===== config.mk =====
export PLATFORM = sky130hd
export DESIGN_NAME = memory_arbiter
export DESIGN_NICKNAME = d
export VERILOG_FILES = /design/src/rtl/memory_arbiter.sv
export SDC_FILE = /design/constraint.sdc
export NUM_CORES = 1
export LEC_CHECK = 0
export BUFFER_PORTS_ARGS = -buffer_cell sky130_fd_sc_hd__buf_2
export CAP_MARGIN = 10
export CORE_MARGIN = 2
export CORE_UTILIZATION = 25
export DETAILED_ROUTE_END_ITERATION = 8
export GPL_TIMING_DRIVEN = 0
export PLACE_DENSITY_LB_ADDON = 0.15
export SYNTH_ARGS = -nofsm -noshare
export SYNTH_HDL_FRONTEND = slang
export SYNTH_SLANG_ARGS = --single-unit

===== constraint.sdc =====
create_clock -name clk -period 1.7 [get_ports clk]
set_clock_uncertainty 0.05 [all_clocks]
set_input_delay 0.17 -clock clk [delete_from_list [all_inputs] [get_ports clk]]
set_output_delay 0.17 -clock clk [all_outputs]
set_load 0.01 [all_outputs]

===== src/rtl/memory_arbiter.sv =====
// Two-master arbiter for the single on-chip Memory port: one transaction in flight,
// round-robin or fixed-priority grant, and a watchdog that aborts a stalled slave.
module memory_arbiter #(
  parameter int unsigned DATA_WIDTH     = 32,
  parameter int unsigned ADDR_WIDTH     = 32,
  parameter int unsigned ROUND_ROBIN    = 1,
  parameter int unsigned TIMEOUT_CYCLES = 1024
) (
  input  logic                  clk,
  input  logic                  rst_n,
  input  logic                  m0_read_request_i,
  input  logic                  m0_write_request_i,
  input  logic [ADDR_WIDTH-1:0] m0_addr_i,
  input  logic [DATA_WIDTH-1:0] m0_write_data_i,
  output logic [DATA_WIDTH-1:0] m0_read_data_o,
  output logic                  m0_response_o,
  input  logic                  m1_read_request_i,
  input  logic                  m1_write_request_i,
  input  logic [ADDR_WIDTH-1:0] m1_addr_i,
  input  logic [DATA_WIDTH-1:0] m1_write_data_i,
  output logic [DATA_WIDTH-1:0] m1_read_data_o,
  output logic                  m1_response_o,
  output logic                  mem_read_request_o,
  output logic                  mem_write_request_o,
  output logic [ADDR_WIDTH-1:0] mem_addr_o,
  output logic [DATA_WIDTH-1:0] mem_write_data_o,
  input  logic [DATA_WIDTH-1:0] mem_read_data_i,
  input  logic                  mem_response_i,
  output logic                  busy_o,
  output logic                  owner_o,
  output logic                  timeout_o
);

  localparam int unsigned CntW = (TIMEOUT_CYCLES > 0) ? $clog2(TIMEOUT_CYCLES + 1) : 1;
  localparam logic [CntW-1:0] CntLast = CntW'(TIMEOUT_CYCLES - 1);

  typedef enum logic [1:0] {StIdle, StBusy, StDone} state_e;

  state_e                state_q, state_d;
  logic                  owner_q, owner_d;
  logic                  rd_req_q, rd_req_d;
  logic                  wr_req_q, wr_req_d;
  logic [ADDR_WIDTH-1:0] addr_q, addr_d;
  logic [DATA_WIDTH-1:0] wdata_q, wdata_d;
  logic [CntW-1:0]       cnt_q, cnt_d;

  logic req0, req1, grant1, wr_sel;
  logic resp_hit, tmo_hit, done;

  always_comb begin
    req0     = m0_read_request_i | m0_write_request_i;
    req1     = m1_read_request_i | m1_write_request_i;
    // m1 wins only when alone, or on a tie when round-robin says it is m1's turn.
    grant1   = req1 & (~req0 | ((ROUND_ROBIN != 0) & ~owner_q));
    wr_sel   = grant1 ? m1_write_request_i : m0_write_request_i;
    resp_hit = (state_q == StBusy) & mem_response_i;
    tmo_hit  = (state_q == StBusy) & ~mem_response_i & (TIMEOUT_CYCLES != 0) &
               (cnt_q == CntLast);
    done     = resp_hit | tmo_hit;

    state_d  = state_q;
    owner_d  = owner_q;
    rd_req_d = rd_req_q;
    wr_req_d = wr_req_q;
    addr_d   = addr_q;
    wdata_d  = wdata_q;
    cnt_d    = cnt_q;

    unique case (state_q)
      StIdle: begin
        if (req0 | req1) begin
          state_d  = StBusy;
          owner_d  = grant1;
          wr_req_d = wr_sel;
          rd_req_d = ~wr_sel;
          addr_d   = grant1 ? m1_addr_i : m0_addr_i;
          wdata_d  = grant1 ? m1_write_data_i : m0_write_data_i;
        end
      end
      StBusy: begin
        if (done) begin
          state_d  = StDone;
          rd_req_d = 1'b0;
          wr_req_d = 1'b0;
        end else if (TIMEOUT_CYCLES != 0) begin
          cnt_d = cnt_q + CntW'(1);
        end
      end
      StDone: begin
        state_d = StIdle;
        cnt_d   = '0;
      end
      default: begin
        state_d  = StIdle;
        rd_req_d = 1'b0;
        wr_req_d = 1'b0;
        cnt_d    = '0;
      end
    endcase
  end

  always_ff @(posedge clk or negedge rst_n) begin
    if (!rst_n) begin
      state_q  <= StIdle;
      owner_q  <= 1'b1;
      rd_req_q <= 1'b0;
      wr_req_q <= 1'b0;
      addr_q   <= '0;
      wdata_q  <= '0;
      cnt_q    <= '0;
    end else begin
      state_q  <= state_d;
      owner_q  <= owner_d;
      rd_req_q <= rd_req_d;
      wr_req_q <= wr_req_d;
      addr_q   <= addr_d;
      wdata_q  <= wdata_d;
      cnt_q    <= cnt_d;
    end
  end

  assign mem_read_request_o  = rd_req_q;
  assign mem_write_request_o = wr_req_q;
  assign mem_addr_o          = addr_q;
  assign mem_write_data_o    = wdata_q;
  assign busy_o              = (state_q == StBusy);
  assign owner_o             = owner_q;
  assign timeout_o           = tmo_hit;

  // Completion is steered combinationally so the master sees it in the Memory response cycle.
  assign m0_response_o  = done & ~owner_q;
  assign m1_response_o  = done & owner_q;
  assign m0_read_data_o = (resp_hit & ~owner_q) ? mem_read_data_i : '0;
  assign m1_read_data_o = (resp_hit & owner_q) ? mem_read_data_i : '0;

endmodule

# [Word level (Yosys, flattened, before mapping)]
# Cells that the tools add are included.
[op_classes] n_reduce_logical=5 n_addsub=1 bitwise_logic=19 eq_ne=6 muxes=15
[ops] cell="2-to-1 mux 32 bit" n=4
[ops] cell="case mux 11 bit (2 select lines)" n=1
[ops] cell="adder 11 x 1 -> 11 bit (second input constant)" n=1
[ops] cell="== test 11 x 10 -> 1 bit (second input constant)" n=1
[ops] cell="2-to-1 mux 11 bit" n=1
[ops] cell="AND 1 bit" n=8
[ops] cell="NOT 1 bit" n=6
[ops] cell="case mux 1 bit (3 select lines)" n=2
[ops] cell="AND reduction 2 bit" n=3
[ops] cell="bitwise OR 1 bit" n=5
[ops] cell="2-to-1 mux 1 bit" n=4
[ops] cell="2-to-1 mux 2 bit" n=2
[ops] cell="!= test 2 bit (second input constant)" n=2
[ops] cell="case mux 2 bit (2 select lines)" n=1
[ops] cell="AND reduction 3 bit" n=1
[ops] cell="== test 2 x 1 -> 1 bit (second input constant)" n=1
[ops] cell="== test 2 bit (second input constant)" n=1
[ops] cell="logical NOT 2 bit" n=1
[ops] cell="!= test 2 x 1 -> 1 bit (second input constant)" n=1
[word_totals] input_bits=167 regBits=80 out_inout_bits=135

# [Depth between registers and ports, before layout]
# Gate-level depths: netlist (run 1).
[logic_depth] depth_word=8 mapped_depth=6

# [Worst setup path before layout (run 1)]
# OpenSTA, ideal clock, no wires.
[synth_timing] kind="register to output" startpoint="register state_q[1]" endpoint="output port m0_read_data_o[10]" slack_ns=0.040 path_stages_with_launch=7 arrival_ns=1.440 n_path_buf=2 required_ns=1.480 path_cell_list="dfrtp_1 buf_2 nand2b_1 inv_1 and3_1 clkbuf_1 and2_1"
[synth_via] elab_chain_cells=4
[synth_rtl] element="start, declared" line="39" rtl="state_e state_q, state_d;"
[synth_rtl] element="start signal, assigned" line="104" rtl="state_q <= StIdle;"
[synth_rtl] element="start signal, assigned" line="112" rtl="state_q <= state_d;"
[synth_rtl] element="== test 2 x 1 -> 1 bit"
[synth_rtl] element="named net busy_o" line="29" rtl="output logic busy_o,"
[synth_rtl] element="AND 1 bit" line="56" rtl="resp_hit = (state_q == StBusy) & mem_response_i;"
[synth_rtl] element="AND 1 bit" line="133" rtl="assign m0_read_data_o = (resp_hit & ~owner_q) ? mem_read_data_i : '0;"
[synth_rtl] element="2-to-1 mux 32 bit" line="133"
[synth_rtl] element="end, declared" line="15" rtl="output logic [DATA_WIDTH-1:0] m0_read_data_o,"
# The timed path passes the listed nets, and every way through them passes these cells.

# [Final worst setup path (run 1)]
[layout_timing] startpoint="register cnt_q[5]" endpoint="output port timeout_o"
[layout_via] elab_chain_cells=2
[layout_rtl] element="start, declared" line="45" rtl="logic [CntW-1:0] cnt_q, cnt_d;"
[layout_rtl] element="start signal, assigned" line="118" rtl="cnt_q <= cnt_d;"
[layout_rtl] element="== test 11 x 10 -> 1 bit" line="58" rtl="(cnt_q == CntLast);"
[layout_rtl] element="AND 1 bit" line="57" rtl="tmo_hit = (state_q == StBusy) & ~mem_response_i & (TIMEOUT_CYCLES != 0) &"
[layout_rtl] element="end, declared" line="31" rtl="output logic timeout_o"
# No other way between the ends.

==> results of run 1 <==
==> routing by layer <==
| metal | track usage [%] | wire length, um | up-vias | share of wire, % |
|---|---|---|---|---|
| li1 | - | - | 2257 | - |
| met1 | 19.2 | 6430 | 2220 | 37 |
| met2 | 33.8 | 9150 | 235 | 53 |
| met3 | 4.11 | 1210 | 26 | 7.0 |
| met4 | 7.09 | 473 | 0 | 2.7 |
| met5 | 0 | 0 | - | 0 |
==> flip-flops by register name, indices dropped and copies added, names as in the netlist <==
name	cells
mem_write_data_o	32
mem_read_request_o	1
mem_addr_o	32
mem_write_request_o	1
cnt_q	11
state_q	2
owner_o	1
==> cell usage after synthesis (all sizes together), types with 4 or more instances <==
library cell  instances
nand4                 4
or3                   4
nand2b                4
nor2                 73
buf                  20
mux2i                66
dfrtp                79
a21oi                72
nor3                  4
inv                   4
o21ai                 5
o31ai                 4
and2                 64
clkbuf               10
==> layout make-up <==
cell class | instances | share of cell area, %
timing repair buffer | 358 | 31.8
clock inverter | 5 | 0.983
sequential | 80 | 25.0
inverter | 4 | 0.218
antenna | 2 | 0.0624
buffer | 29 | 3.71
multi-input combinational | 328 | 31.7
tap | 220 | 3.43
clock buffer | 11 | 3.15
==> worst min-delay path: cells and delay by family <==
family	cells	cell delay [ns]
muxes	1	0.05
buffers and inverters	1	0.07
AOI/OAI and AO/OA	1	0.11
==> power by group <==
group          total, mW  switching, mW  internal [mW]
Combinational       6.95           3.42           3.53
Clock               2.16          0.795           1.36
Sequential          3.27          0.506           2.77
Total               12.4           4.72           7.66
==> through the flow <==
stage	power, mW	setup TNS (ns)	area [um2]
after CTS	11.8	-11.68	7460
after floorplan	6.03	0	4200
after detailed placement	8.14	-38.18	6010
final	12.4	-13.54	8020
after global routing	13.1	-21.86	8020
after global placement	8.05	-56.21	5980
==> kinds of logic (layout without fill, tap and decap cells) <==
kind of cell,Yosys count,after routing,synth area share [%]
flops,80,80,47.7
xor+xnor,3,3,0.626
other cells,0,2,0
compound gates,84,84,10.5
mux,66,66,15.7
fa+ha+maj,1,1,0.298
buf+inv,34,407,3.60
simple gates,174,174,21.6
==> how the worst max path moves through the flow <==
| stage | from | endpoint | slack (ns) |
|---|---|---|---|
| floorplan | state_q[1] | m0_read_data_o[10] | 0.04 |
| global placement | owner_o | mem_write_data_o[14] | -0.73 |
| detailed placement | owner_o | mem_write_data_o[14] | -0.73 |
| CTS | cnt_q[5] | timeout_o | -0.20 |
| global route | cnt_q[5] | timeout_o | -0.27 |
| finish | cnt_q[5] | timeout_o | -0.22 |
==> timing repair <==
action                                 in CTS  in global routing
pin swaps                                  98                 33
setup endpoints to repair                 141                138
endpoints found under the hold margin      31                  0
cloned                                     11                  1
hold buffers                                1                  0
buffers inserted                           31                 16
resized for setup                         169                118
==> flow_metrics.env, run 1 <==
export IMPL_setup_ws_ns=-0.217
export IMPL_critPathKind="reg2out"
export IMPL_globalplace_congestion=0.798
export IMPL_clk_pin_slew_ns=0.06
export IMPL_die_y_um=134
export IMPL_cp_num_cells=5
export IMPL_syn_area_mm2=0.00420
export IMPL_required_ns=1.48
export IMPL_ant_nets=0
export IMPL_fp_dieW_um=134
export IMPL_critPathMaxStageDelay_ns=0.37
export IMPL_critical_path_top_delay_family="simple AND/OR/NAND/NOR gates"
export IMPL_holdPathStages=3
export IMPL_yosysTopAreaCell="dfrtp_1"
export IMPL_status="complete, but fails checks"
export IMPL_p_per_area_mw_per_mm2=1540
export IMPL_min_from="m1_addr_i[8]"
export IMPL_p_leak_nw=3.93
export IMPL_fmax_ghz=0.522
export IMPL_max_cap_violations=0
export IMPL_min_path_type="in2reg"
export IMPL_holdPathEnd="mem_addr_o[8]"
export IMPL_tightestPinTransition_ns=0.778
export IMPL_numCtsBuffers=9
export IMPL_layout_commonest_cell="buf_2"
export IMPL_io_pins=302
export IMPL_relSlewSlack_pct=47.7
export IMPL_dieArea_mm2=0.0179
export IMPL_worstReg2RegStart="cnt_q[6]"
export IMPL_ys_top_cells_by_area="dfrtp_1, mux2i_1, and2_1"
export IMPL_worstSetupStartpointType="flop"
export IMPL_rsz0062_at_grt="yes"
export IMPL_layout_min_cycle_time_ns=1.92
export IMPL_drive_gt1_share_pct=63.8
export IMPL_fin_crit_sh_pct=113
export IMPL_wl_per_cell_um=16.6
export IMPL_r2r_worst_path_cells=7
export IMPL_area_growth_pct=90.9
export IMPL_synth_edf_count=0
export IMPL_fin_cells=1037
export IMPL_dp_cells=964
export IMPL_antenna_found_initial=2
export IMPL_slew_viol_final=0
export IMPL_pre_cts_slack_ns=-0.731
export IMPL_final_nets=978
export IMPL_grt_ovfl_total=0
export IMPL_drc_errors=0
export IMPL_register_area_mm2=0.00201
export IMPL_wl_um=17300
export IMPL_grt_max_degree=49
export IMPL_cp_slowest_cell="dfrtp_1"
export IMPL_h_tree_depth=3
export IMPL_syn_num_nets=610
export IMPL_vias=4738
export IMPL_ys_warn_count=0
export IMPL_end_kind="output port"
export IMPL_clockBufferDepth=2
export IMPL_setup_viol=123
export IMPL_start_util_pct=25.4
export IMPL_grt_pass1_wl_um=25000
export IMPL_clk_latency_ns=0.33
export IMPL_dp_hpwl_um=11800
export IMPL_avgViaCountPerCell=4.57
export IMPL_core_mm2=0.0165
export IMPL_filler_cell_count=1538
export IMPL_fin_hold_ws_ns=0.0692
export IMPL_avgSynthCellArea_um2=9.50
export IMPL_final_util_pct=48.5
export IMPL_port_buffers=301
export IMPL_multi_input_area_mm2=0.00254
export IMPL_cp_num_buf_inv=1
export IMPL_cp_cell_sequence="and4_1, nand2_2, nor4b_4, nor3b_2, buf_2"
export IMPL_crit_path_max_fanout=3
export IMPL_grt_pass1_vias=4785
export IMPL_cts_root_buf="clkbuf_16"
export IMPL_failed_checks="setup timing"
export IMPL_cts_tree="yes"
export IMPL_synth_seq_area_share_pct=47.7
export IMPL_async_reset_ff_share_pct=100
export IMPL_fp_row_count=47
export IMPL_rr_endpoint="cnt_q[1]"
export IMPL_layout_common_cells="buf_2, dfrtp_1, nor2_1, buf_6, a21oi_1"
export IMPL_dr_pass1_iters=4
export IMPL_drt_iter0_drc=161
export IMPL_ys_seq_elements=80
export IMPL_r2r_slack_ns=-0.17
export IMPL_cts_sinks=80
export IMPL_worstPathArrival_ns=1.70
export IMPL_synth_top_area_share_pct=47.1
export IMPL_syn_inst=442
export IMPL_yosysUniqueCellTypes=33
export IMPL_grt_use_total_pct=17.9
export IMPL_hold_viol=0
export IMPL_synth_ff_type="dfrtp_1"
export IMPL_peakVddDrop_v=0.000737
Power figures use the tool's default switching activity.
==> inputs of run 2 (changes only) <==
--- a/config.mk
+++ b/config.mk
@@ -5,6 +5,7 @@
 export SDC_FILE = /design/constraint.sdc
 export NUM_CORES = 1
 export LEC_CHECK = 0
+export ABC_AREA = 1
 export BUFFER_PORTS_ARGS = -buffer_cell sky130_fd_sc_hd__buf_2
 export CAP_MARGIN = 10
 export CORE_MARGIN = 2
==> flow_metrics.env, run 2 <==
export IMPL_startpoint="cnt_q[0]"
export IMPL_avgSynthCellArea_um2=7.18
export IMPL_syn_inst=592
export IMPL_io_pins=302
export IMPL_port_buffers=301
export IMPL_yosys_top_cells_count="nor2_1, a21oi_1, nand2_1, dfrtp_1, inv_1"
export IMPL_endpoint="m0_response_o"
export IMPL_dieArea_mm2=0.0181
export IMPL_ant_nets=0
export IMPL_final_nets=1099
export IMPL_clk_latency_ns=0.34
export IMPL_synth_top_area_share_pct=46.5
export IMPL_ys_warn_count=0
export IMPL_relSlewSlack_pct=62.9
export IMPL_switching_share_pct=42.5
export IMPL_setup_ws_ns=-0.128
export IMPL_fin_crit_sh_pct=108
export IMPL_wl_um=17600
export IMPL_min_path_type="in2reg"
export IMPL_drc_errors=0
export IMPL_max_cap_violations=0
export IMPL_stdcell_area_mm2=0.00716
export IMPL_globalplace_congestion=0.791
export IMPL_fp_row_count=47
export IMPL_fin_hold_ws_ns=0.0156
export IMPL_grt_ovfl_total=0
export IMPL_p_leak_nw=3.80
export IMPL_worstSetupStartpointType="flop"
export IMPL_setup_viol=67
export IMPL_synth_ff_type="dfrtp_1"
export IMPL_wl_per_cell_um=15.2
export IMPL_synth_seq_area_share_pct=47.1
export IMPL_fp_dieW_um=134
export IMPL_drive_gt1_share_pct=48.7
export IMPL_async_reset_ff_share_pct=100
export IMPL_clk_pin_slew_ns=0.06
export IMPL_synth_edf_count=0
export IMPL_ys_seq_elements=80
export IMPL_p_per_area_mw_per_mm2=1620
export IMPL_yosysUniqueCellTypes=27
export IMPL_failed_checks="setup timing"
export IMPL_synth_most_common_cell="nor2_1"
export IMPL_worstPathArrival_ns=1.61
export IMPL_crit_path_max_fanout=3
export IMPL_ys_top_cells_by_area="dfrtp_1, a21oi_1, nor2_1"
export IMPL_yosysTopAreaCell="dfrtp_1"
export IMPL_worstReg2RegStart="cnt_q[0]"
export IMPL_cts_sinks=80
export IMPL_layout_common_cells="buf_2, a21oi_1, nand2_1, nor2_1, dfrtp_1"
export IMPL_dp_hpwl_um=13200
export IMPL_fmax_ghz=0.547
export IMPL_die_y_um=134
export IMPL_grt_use_total_pct=18.7
export IMPL_vias=5158
export IMPL_r2r_worst_path_cells=11
export IMPL_layout_min_cycle_time_ns=1.83
export IMPL_grt_pass1_vias=4917
export IMPL_p_int_mw=6.69
export IMPL_combPwrFrac_pct=52.8
export IMPL_r2r_slack_ns=0.06
export IMPL_core_mm2=0.0166
export IMPL_seqPwrFrac_pct=28.3
export IMPL_grt_max_degree=52
export IMPL_antenna_found_initial=2
export IMPL_filler_cell_count=1685
export IMPL_start_util_pct=25.6
export IMPL_numCtsBuffers=9
export IMPL_switchingPower_mw=4.94
export IMPL_rsz0062_at_grt="yes"
export IMPL_end_kind="output port"
export IMPL_rr_endpoint="cnt_q[8]"
export IMPL_dr_pass1_iters=4
export IMPL_status="complete, but fails checks"
export IMPL_clockBufferDepth=2
export IMPL_critPathKind="reg2out"
export IMPL_cts_tree="yes"
export IMPL_layout_commonest_cell="buf_2"
export IMPL_grt_pass1_wl_um=26000
export IMPL_hold_viol=0
export IMPL_syn_num_nets=760
export IMPL_required_ns=1.48
export IMPL_syn_area_mm2=0.00425
export IMPL_h_tree_depth=3
export IMPL_peakVddDrop_v=0.000667
export IMPL_tightestPinTransition_ns=0.556
export IMPL_area_growth_pct=68.5
export IMPL_cts_root_buf="clkbuf_16"
export IMPL_drt_iter0_drc=181
export IMPL_slew_viol_final=0
export IMPL_place_area_mm2=0.00606
export IMPL_avgViaCountPerCell=4.45
export IMPL_clockPowerShare_pct=18.9
export IMPL_power_total_mw=11.6
## run 2: timing repair
item | CTS | global route
hold buffers | 1 | 0
setup endpoints to repair | 137 | 135
endpoints found under the hold margin | 28 | 0
gates resized for setup | 85 | 66
cloned | 4 | 3
buffers inserted | 14 | 4
pin swaps | 5 | 5
## run 2: worst min-delay path by stage
stage	startpoint	end	slack, ns	cells after the start
6_report	m1_addr_i[14]	mem_addr_o[14]	0.02	3
5_1_grt	m1_addr_i[9]	mem_addr_o[9]	0.01	3
4_1_cts	m1_addr_i[14]	mem_addr_o[14]	0.0009	3
3_5_place_dp	rst_n	mem_addr_o[2]	0.09	1
3_3_place_gp	m1_write_data_i[30]	mem_write_data_o[30]	0.37	3
2_1_floorplan	rst_n	cnt_q[0]	-0.18	0
## run 2: critical path, stage by stage, from the launching register on
cell and delay, ns:
dfrtp_2 0.40, ha_4 0.16, nand2_4 0.06, nor2_4 0.11, nand2_2 0.07, inv_2 0.08
nand2_4 0.06, inv_4 0.07, nor2_4 0.04, nor2_2 0.08, buf_2 0.13
## run 2: cells by family (layout without fill, tap and decap cells)
logic type	Yosys count	count (layout)	synth area share, %
compound gates	146	146	17.6
fa+ha+maj	1	1	0.294
buf+inv	85	428	8.83
flops	80	80	47.1
other cells	0	2	0
simple gates	280	281	26.1
## run 2: power by group through the flow
stage,clock network (mW),logic (mW),registers (mW)
2_1_floorplan,0,2.67,3.65
3_3_place_gp,0,5.30,3.28
3_5_place_dp,0,5.33,3.27
4_1_cts,2.26,5.86,3.27
5_1_grt,2.32,6.82,3.40
6_report,2.20,6.15,3.29
## run 2: stage by stage
stage                     instances  utilization (%)  setup TNS (ns)  setup WS [ns]
after floorplan                 592                -               0         0.0931
after detailed placement       1114             36.6           -5.33         -0.171
final                          1158             43.2           -3.88         -0.128
after global placement         1113             36.4          -30.63         -0.352
after CTS                      1149             41.2           -4.74         -0.160
after global routing           1157             43.2          -10.42         -0.233
## run 2: layout make-up
class | instances | area, um2 | area share, %
Clock inverter | 2 | 60.1 | 0.838
Inverter | 51 | 211 | 2.95
Buffer | 34 | 265 | 3.70
Multi-Input combinational cell | 428 | 2190 | 30.6
Tap cell | 220 | 275 | 3.84
Timing Repair Buffer | 327 | 1870 | 26.1
Clock buffer | 14 | 274 | 3.83
Antenna cell | 2 | 5.00 | 0.0699
Sequential cell | 80 | 2010 | 28.0
## run 2: layer usage
layer / up-vias / GRT usage [%] / part of all wire [%]
li1: 2562 / - / -
met1: 2336 / 21.3 / 40
met2: 227 / 32.6 / 49
met3: 31 / 5.10 / 8.3
met4: 2 / 8.65 / 3.0
met5: - / 0 / 0.074
